### config.mk
export PLATFORM = sky130hd
export DESIGN_NAME = r_instr_ctrl
export DESIGN_NICKNAME = d
export VERILOG_FILES = /design/src/rtl/r_ctrl_pkg.sv /design/src/rtl/r_funct_decode.sv /design/src/rtl/r_instr_ctrl.sv
export SDC_FILE = /design/constraint.sdc
export NUM_CORES = 1
export LEC_CHECK = 0
export BUFFER_PORTS_ARGS = -buffer_cell sky130_fd_sc_hd__buf_4
export CORE_MARGIN = 4
export CORE_UTILIZATION = 49
export CTS_CLUSTER_SIZE = 24
export DETAILED_ROUTE_END_ITERATION = 7
export GPL_ROUTABILITY_DRIVEN = 0
export HOLD_SLACK_MARGIN = 0.03
export PLACE_DENSITY_LB_ADDON = 0.2
export SLEW_MARGIN = 20
export SYNTH_ARGS = -nofsm -noshare
export SYNTH_HDL_FRONTEND = slang
export SYNTH_SLANG_ARGS = --single-unit
### constraint.sdc
create_clock -name clk -period 2.1 [get_ports clk]
set_input_delay 0.42 -clock clk [delete_from_list [all_inputs] [get_ports clk]]
set_output_delay 0.42 -clock clk [all_outputs]
set_load 0.01 [all_outputs]
### src/rtl/r_ctrl_pkg.sv
// Shared constants for the R-type controller: funct codes, ALU op codes and FSM states.
package r_ctrl_pkg;
    localparam logic [5:0] OPC_RTYPE  = 6'h00;

    localparam logic [5:0] FUNCT_SLLV = 6'h04;
    localparam logic [5:0] FUNCT_ADD  = 6'h20;
    localparam logic [5:0] FUNCT_SUB  = 6'h22;
    localparam logic [5:0] FUNCT_AND  = 6'h24;
    localparam logic [5:0] FUNCT_OR   = 6'h25;
    localparam logic [5:0] FUNCT_XOR  = 6'h26;
    localparam logic [5:0] FUNCT_NOR  = 6'h27;
    localparam logic [5:0] FUNCT_SLTU = 6'h2B;

    localparam logic [2:0] ALU_AND  = 3'b000;
    localparam logic [2:0] ALU_OR   = 3'b001;
    localparam logic [2:0] ALU_XOR  = 3'b010;
    localparam logic [2:0] ALU_NOR  = 3'b011;
    localparam logic [2:0] ALU_ADD  = 3'b100;
    localparam logic [2:0] ALU_SUB  = 3'b101;
    localparam logic [2:0] ALU_SLTU = 3'b110;
    localparam logic [2:0] ALU_SLLV = 3'b111;

    typedef enum logic [2:0] {IDLE, FETCH, DECODE, EXEC, WB} state_t;

    // Signed arithmetic ops are the only ones whose overflow is meaningful.
    function automatic logic is_addsub(input logic [5:0] funct);
        return (funct == FUNCT_ADD) || (funct == FUNCT_SUB);
    endfunction
endpackage

### src/rtl/r_funct_decode.sv
// Combinational opcode/funct decoder: maps a supported R-type funct to its ALU op code.
module r_funct_decode
    import r_ctrl_pkg::*;
(
    input  logic [5:0] opcode,
    input  logic [5:0] funct,
    output logic [2:0] alu_op,
    output logic       legal
);
    always_comb begin
        alu_op = ALU_AND;
        legal  = (opcode == OPC_RTYPE);
        case (funct)
            FUNCT_ADD:  alu_op = ALU_ADD;
            FUNCT_SUB:  alu_op = ALU_SUB;
            FUNCT_AND:  alu_op = ALU_AND;
            FUNCT_OR:   alu_op = ALU_OR;
            FUNCT_XOR:  alu_op = ALU_XOR;
            FUNCT_NOR:  alu_op = ALU_NOR;
            FUNCT_SLTU: alu_op = ALU_SLTU;
            FUNCT_SLLV: alu_op = ALU_SLLV;
            default:    legal  = 1'b0;
        endcase
    end
endmodule

### src/rtl/r_instr_ctrl.sv
// Multi-cycle R-type controller: fetch over req/ack, decode, execute, single write-back.
// Optional build macro OF_TRAP_EN: overflowing ADD/SUB suppresses the write and sets illegal.
module r_instr_ctrl
    import r_ctrl_pkg::*;
#(
    parameter logic [31:0] PC_RESET = 32'h0000_0000,
    parameter logic [31:0] PC_STEP  = 32'd4
) (
    input  logic        clk,
    input  logic        rst_n,
    input  logic        run,
    output logic        inst_req,
    input  logic        inst_ack,
    input  logic [31:0] inst_data,
    output logic [31:0] pc,
    output logic [4:0]  rs_addr,
    output logic [4:0]  rt_addr,
    output logic [4:0]  rd_addr,
    output logic        rf_we,
    output logic [2:0]  alu_op,
    input  logic [31:0] alu_f,
    input  logic        alu_zf,
    input  logic        alu_of,
    output logic        zf_q,
    output logic        of_q,
    output logic        illegal,
    output logic        busy
);
    state_t      state, state_next;
    logic [31:0] ir;
    logic [2:0]  dec_op;
    logic        dec_legal;
    logic        wb_trap;
    logic        unused_bits;

    r_funct_decode u_decode (
        .opcode (ir[31:26]),
        .funct  (ir[5:0]),
        .alu_op (dec_op),
        .legal  (dec_legal)
    );

`ifdef OF_TRAP_EN
    assign wb_trap = of_q && is_addsub(ir[5:0]);
`else
    assign wb_trap = 1'b0;
`endif

    // The result word and shamt field travel in the datapath; control never needs them.
    assign unused_bits = ^{alu_f, ir[10:6]};

    always_ff @(posedge clk or negedge rst_n) begin
        if (!rst_n) state <= IDLE;
        else        state <= state_next;
    end

    always_comb begin
        state_next = state;
        case (state)
            IDLE:    if (run && !illegal) state_next = FETCH;
            FETCH:   if (inst_ack) state_next = DECODE;
            DECODE:  state_next = dec_legal ? EXEC : IDLE;
            EXEC:    state_next = WB;
            WB:      state_next = (run && !wb_trap) ? FETCH : IDLE;
            default: state_next = IDLE;
        endcase
    end

    always_comb begin
        inst_req = (state == FETCH);
        rf_we    = (state == WB) && !wb_trap;
        busy     = (state != IDLE);
        rs_addr  = ir[25:21];
        rt_addr  = ir[20:16];
        rd_addr  = ir[15:11];
        alu_op   = dec_op;
    end

    always_ff @(posedge clk or negedge rst_n) begin
        if (!rst_n) begin
            pc      <= PC_RESET;
            ir      <= '0;
            zf_q    <= 1'b0;
            of_q    <= 1'b0;
            illegal <= 1'b0;
        end else begin
            case (state)
                FETCH: if (inst_ack) ir <= inst_data;
                DECODE: if (!dec_legal) begin
                    illegal <= 1'b1;
                    pc      <= pc + PC_STEP;
                end
                EXEC: begin
                    zf_q <= alu_zf;
                    of_q <= alu_of;
                end
                WB: begin
                    pc <= pc + PC_STEP;
                    if (wb_trap) illegal <= 1'b1;
                end
                default: ;
            endcase
        end
    end
endmodule

==> results.json <==
{
  "root_buffer": "clkbuf_8",
  "post-synth-top-area-cell": "dfrtp_1",
  "ant_nets": 0,
  "crit_fanout": 7,
  "clk_latency_ns": 0.33,
  "synth-edff-count": 0,
  "whs_ns": 0.305,
  "post_drt_wl_per_cell_um": 14.9,
  "status": "finished, final reports clean",
  "end_kind": "output pin",
  "min_path_type": "in -> reg",
  "core_area_um2": 6310,
  "cp_slowest_cell": "dfrtp_1",
  "clk_pin_slew_ns": 0.07,
  "rows": 29,
  "synthFlopType": "dfrtp_1",
  "required_ns": 1.68,
  "cts-htree-levels": 3,
  "place_inst": 422,
  "overflow": 0,
  "cp_num_buf_inv": 2,
  "crit_path_start_kind": "register",
  "clkSinkCount": 63,
  "drt-pass1-iter-count": 4,
  "yosys_warnings": 0,
  "fmax_mhz": 493,
  "place_area_um2": 3870,
  "use_met2_pct": 29.5,
  "tritoncts": "done",
  "die_w_um": 88.5,
  "crit_top_cell": "buf_4",
  "netlist_top_cells_area": "dfrtp_1 (50%), mux2_2 (10%), xor2_1 (7.7%), buf_4 (4.7%), nor4_2 (2.8%)",
  "drv_slew": 0,
  "power_density_nw_per_um2": 1170,
  "drt-initial-drc-count": 61,
  "syn_inst": 272,
  "dp_hpwl_mm": 4.76,
  "clock_path_buffers": 2,
  "setup_tns_ns": 0,
  "finClkSkew_ns": 0.0105,
  "gr-usage-met1_pct": 22.5,
  "grtUsageTotal_pct": 17.8,
  "yosysTopAreaCellShare_pct": 49.7,
  "vias_per_cell": 5.21,
  "grt_pass1_wl_mm": 10.6,
  "cp_top_family": "simple AND/OR/NAND/NOR gates",
  "synth.distinct_cells": 43,
  "die_area_um2": 7830,
  "antenna_found_initial": 0,
  "cp_cell_sequence": "buf_4 > nor4b_4 > and2_4 > a31oi_1 > nor2_1 > buf_4",
  "postRouteWirelength_mm": 6.57,
  "pin_count": 126,
  "synth_seq_cells": 63,
  "path_class": "reg -> out",
  "finalHoldViolCount": 0,
  "areaGrowthSynthToFinish_pct": 31.3,
  "setup_viol": 0,
  "synth_area_per_cell_um2": 11.7,
  "irDropWorstVdd_v": 0.00101,
  "initial_core_util_pct": 50.3,
  "fin_ws_ns": 0.0717,
  "syn_area_um2": 3170,
  "synth_seq_area_share_pct": 49.7,
  "layout_commonest_cell": "buf_4",
  "rsz0062_at_grt": "true",
  "grt_most_used_layer": "met2",
  "drc": 0,
  "utilization_pct": 66.0,
  "synthArstFlopShare_pct": 100,
  "via_count": 2291,
  "numCtsBuffers": 9,
  "port_buffers": 86,
  "worstPathArrival_ns": 1.61,
  "fin_crit_ns": 2.03,
  "design_area_um2": 4170,
  "dpl_worst_slack_ns": 0.193,
  "grt_max_degree": 35,
  "finalPower_mw": 4.87,
  "final_cells": 440,
  "power_leakage_nw": 2.02,
  "antenna_cells": 0,
  "use_met3_pct": 3.91,
  "dieHeight_um": 88.5,
  "slowest_delay_ns": 0.41,
  "layout_common_cells": "buf_4 (101), dfrtp_1 (63), mux2_2 (29), xor2_1 (28), nand2_1 (13)",
  "n_fill_cell": 491,
  "grt_pass1_vias": 2352,
  "drive_above_1_share_pct": 46.8,
  "nets": 429,
  "drv_cap": 0,
  "finalCritPeriodShare_pct": 96.6
}
-- cells in the mapped netlist (2+ instances only) --
master / n
a21oi_1: 4
a31oi_1: 4
and2_1: 4
and3_1: 4
buf_2: 4
buf_4: 20
buf_6: 2
clkbuf_1: 3
dfrtp_1: 63
inv_1: 4
mux2_2: 29
nand2_1: 13
nand2b_1: 2
nand3_1: 9
nand4_1: 10
nor2_1: 9
nor3_1: 9
nor3b_2: 2
nor4_1: 8
nor4_2: 7
nor4_4: 3
nor4b_1: 5
o21ai_0: 6
or2_2: 2
xor2_1: 28
-- where the power goes --
group	switching [mW]	leakage (nW)	internal [mW]
registers	0.287	0.803	1.57
logic	0.749	1.09	0.947
clock network	0.472	0.130	0.854
total	1.51	2.02	3.37
-- metal layers --
layer  vias up  part of all wire, %
met5         -                    0
met4         0                  1.0
met3         6                  5.3
met2        68                   50
met1      1096                   44
li1       1121                    -
-- area by class of cell --
| type | instances | area (um^2) | share of cell area, % |
|---|---|---|---|
| Sequential cell | 63 | 1580 | 37.8 |
| Multi-Input combinational cell | 174 | 1390 | 33.4 |
| Clock buffer | 11 | 151 | 3.63 |
| Tap cell | 77 | 96.3 | 2.31 |
| Clock inverter | 5 | 104 | 2.49 |
| Inverter | 5 | 18.8 | 0.450 |
| Timing Repair Buffer | 105 | 828 | 19.9 |
-- sequential cells by signal (all words and copies together), names as in the netlist --
signal,count
state,3
illegal,1
zf_q,1
ir,27
pc,30
of_q,1
-- cell families (layout without fill, tap and decap cells) --
logic type	Yosys count	count (layout)	share of synthesized area [%]
and+or+nand+nor	93	93	19.8
DFF	63	63	49.7
buffers and inverters	36	126	7.65
muxes	30	30	10.6
xor gates and xnor gates	29	29	8.00
AOI/OAI and AO/OA	19	19	3.74
adders and majority gates	1	1	0.394
other	1	2	0.118
-- worst min-delay path: stages --
cell     delay [ns]
buf_4          0.08
nand2_1        0.03
o21ai_0        0.07
-- final timing paths --
| check | depth (start not counted) | startpoint | end | slack [ns] |
|---|---|---|---|---|
| max | 6 | ir[0] | alu_op[1] | 0.07 |
| min | 3 | inst_data[3] | ir[3] | 0.31 |
| max reg2reg | 6 | ir[4] | pc[28] | 0.19 |
| min reg2reg | 1 | pc[31] | pc[31] | 0.48 |
| max in group asynchronous | 3 | rst_n | pc[16] | 0.94 |
| min in group asynchronous | 2 | rst_n | ir[14] | 0.57 |
-- timing repair --
| item | 4_1_cts | 5_1_grt |
|---|---|---|
| buffers inserted | 0 | 1 |
| setup endpoints to repair | 2 | 3 |
| endpoints found under the hold margin | 23 | 0 |
| gates resized for setup | 1 | 3 |
| hold buffers | 1 | 0 |
Note: power is estimated with default switching activity, not from simulation.
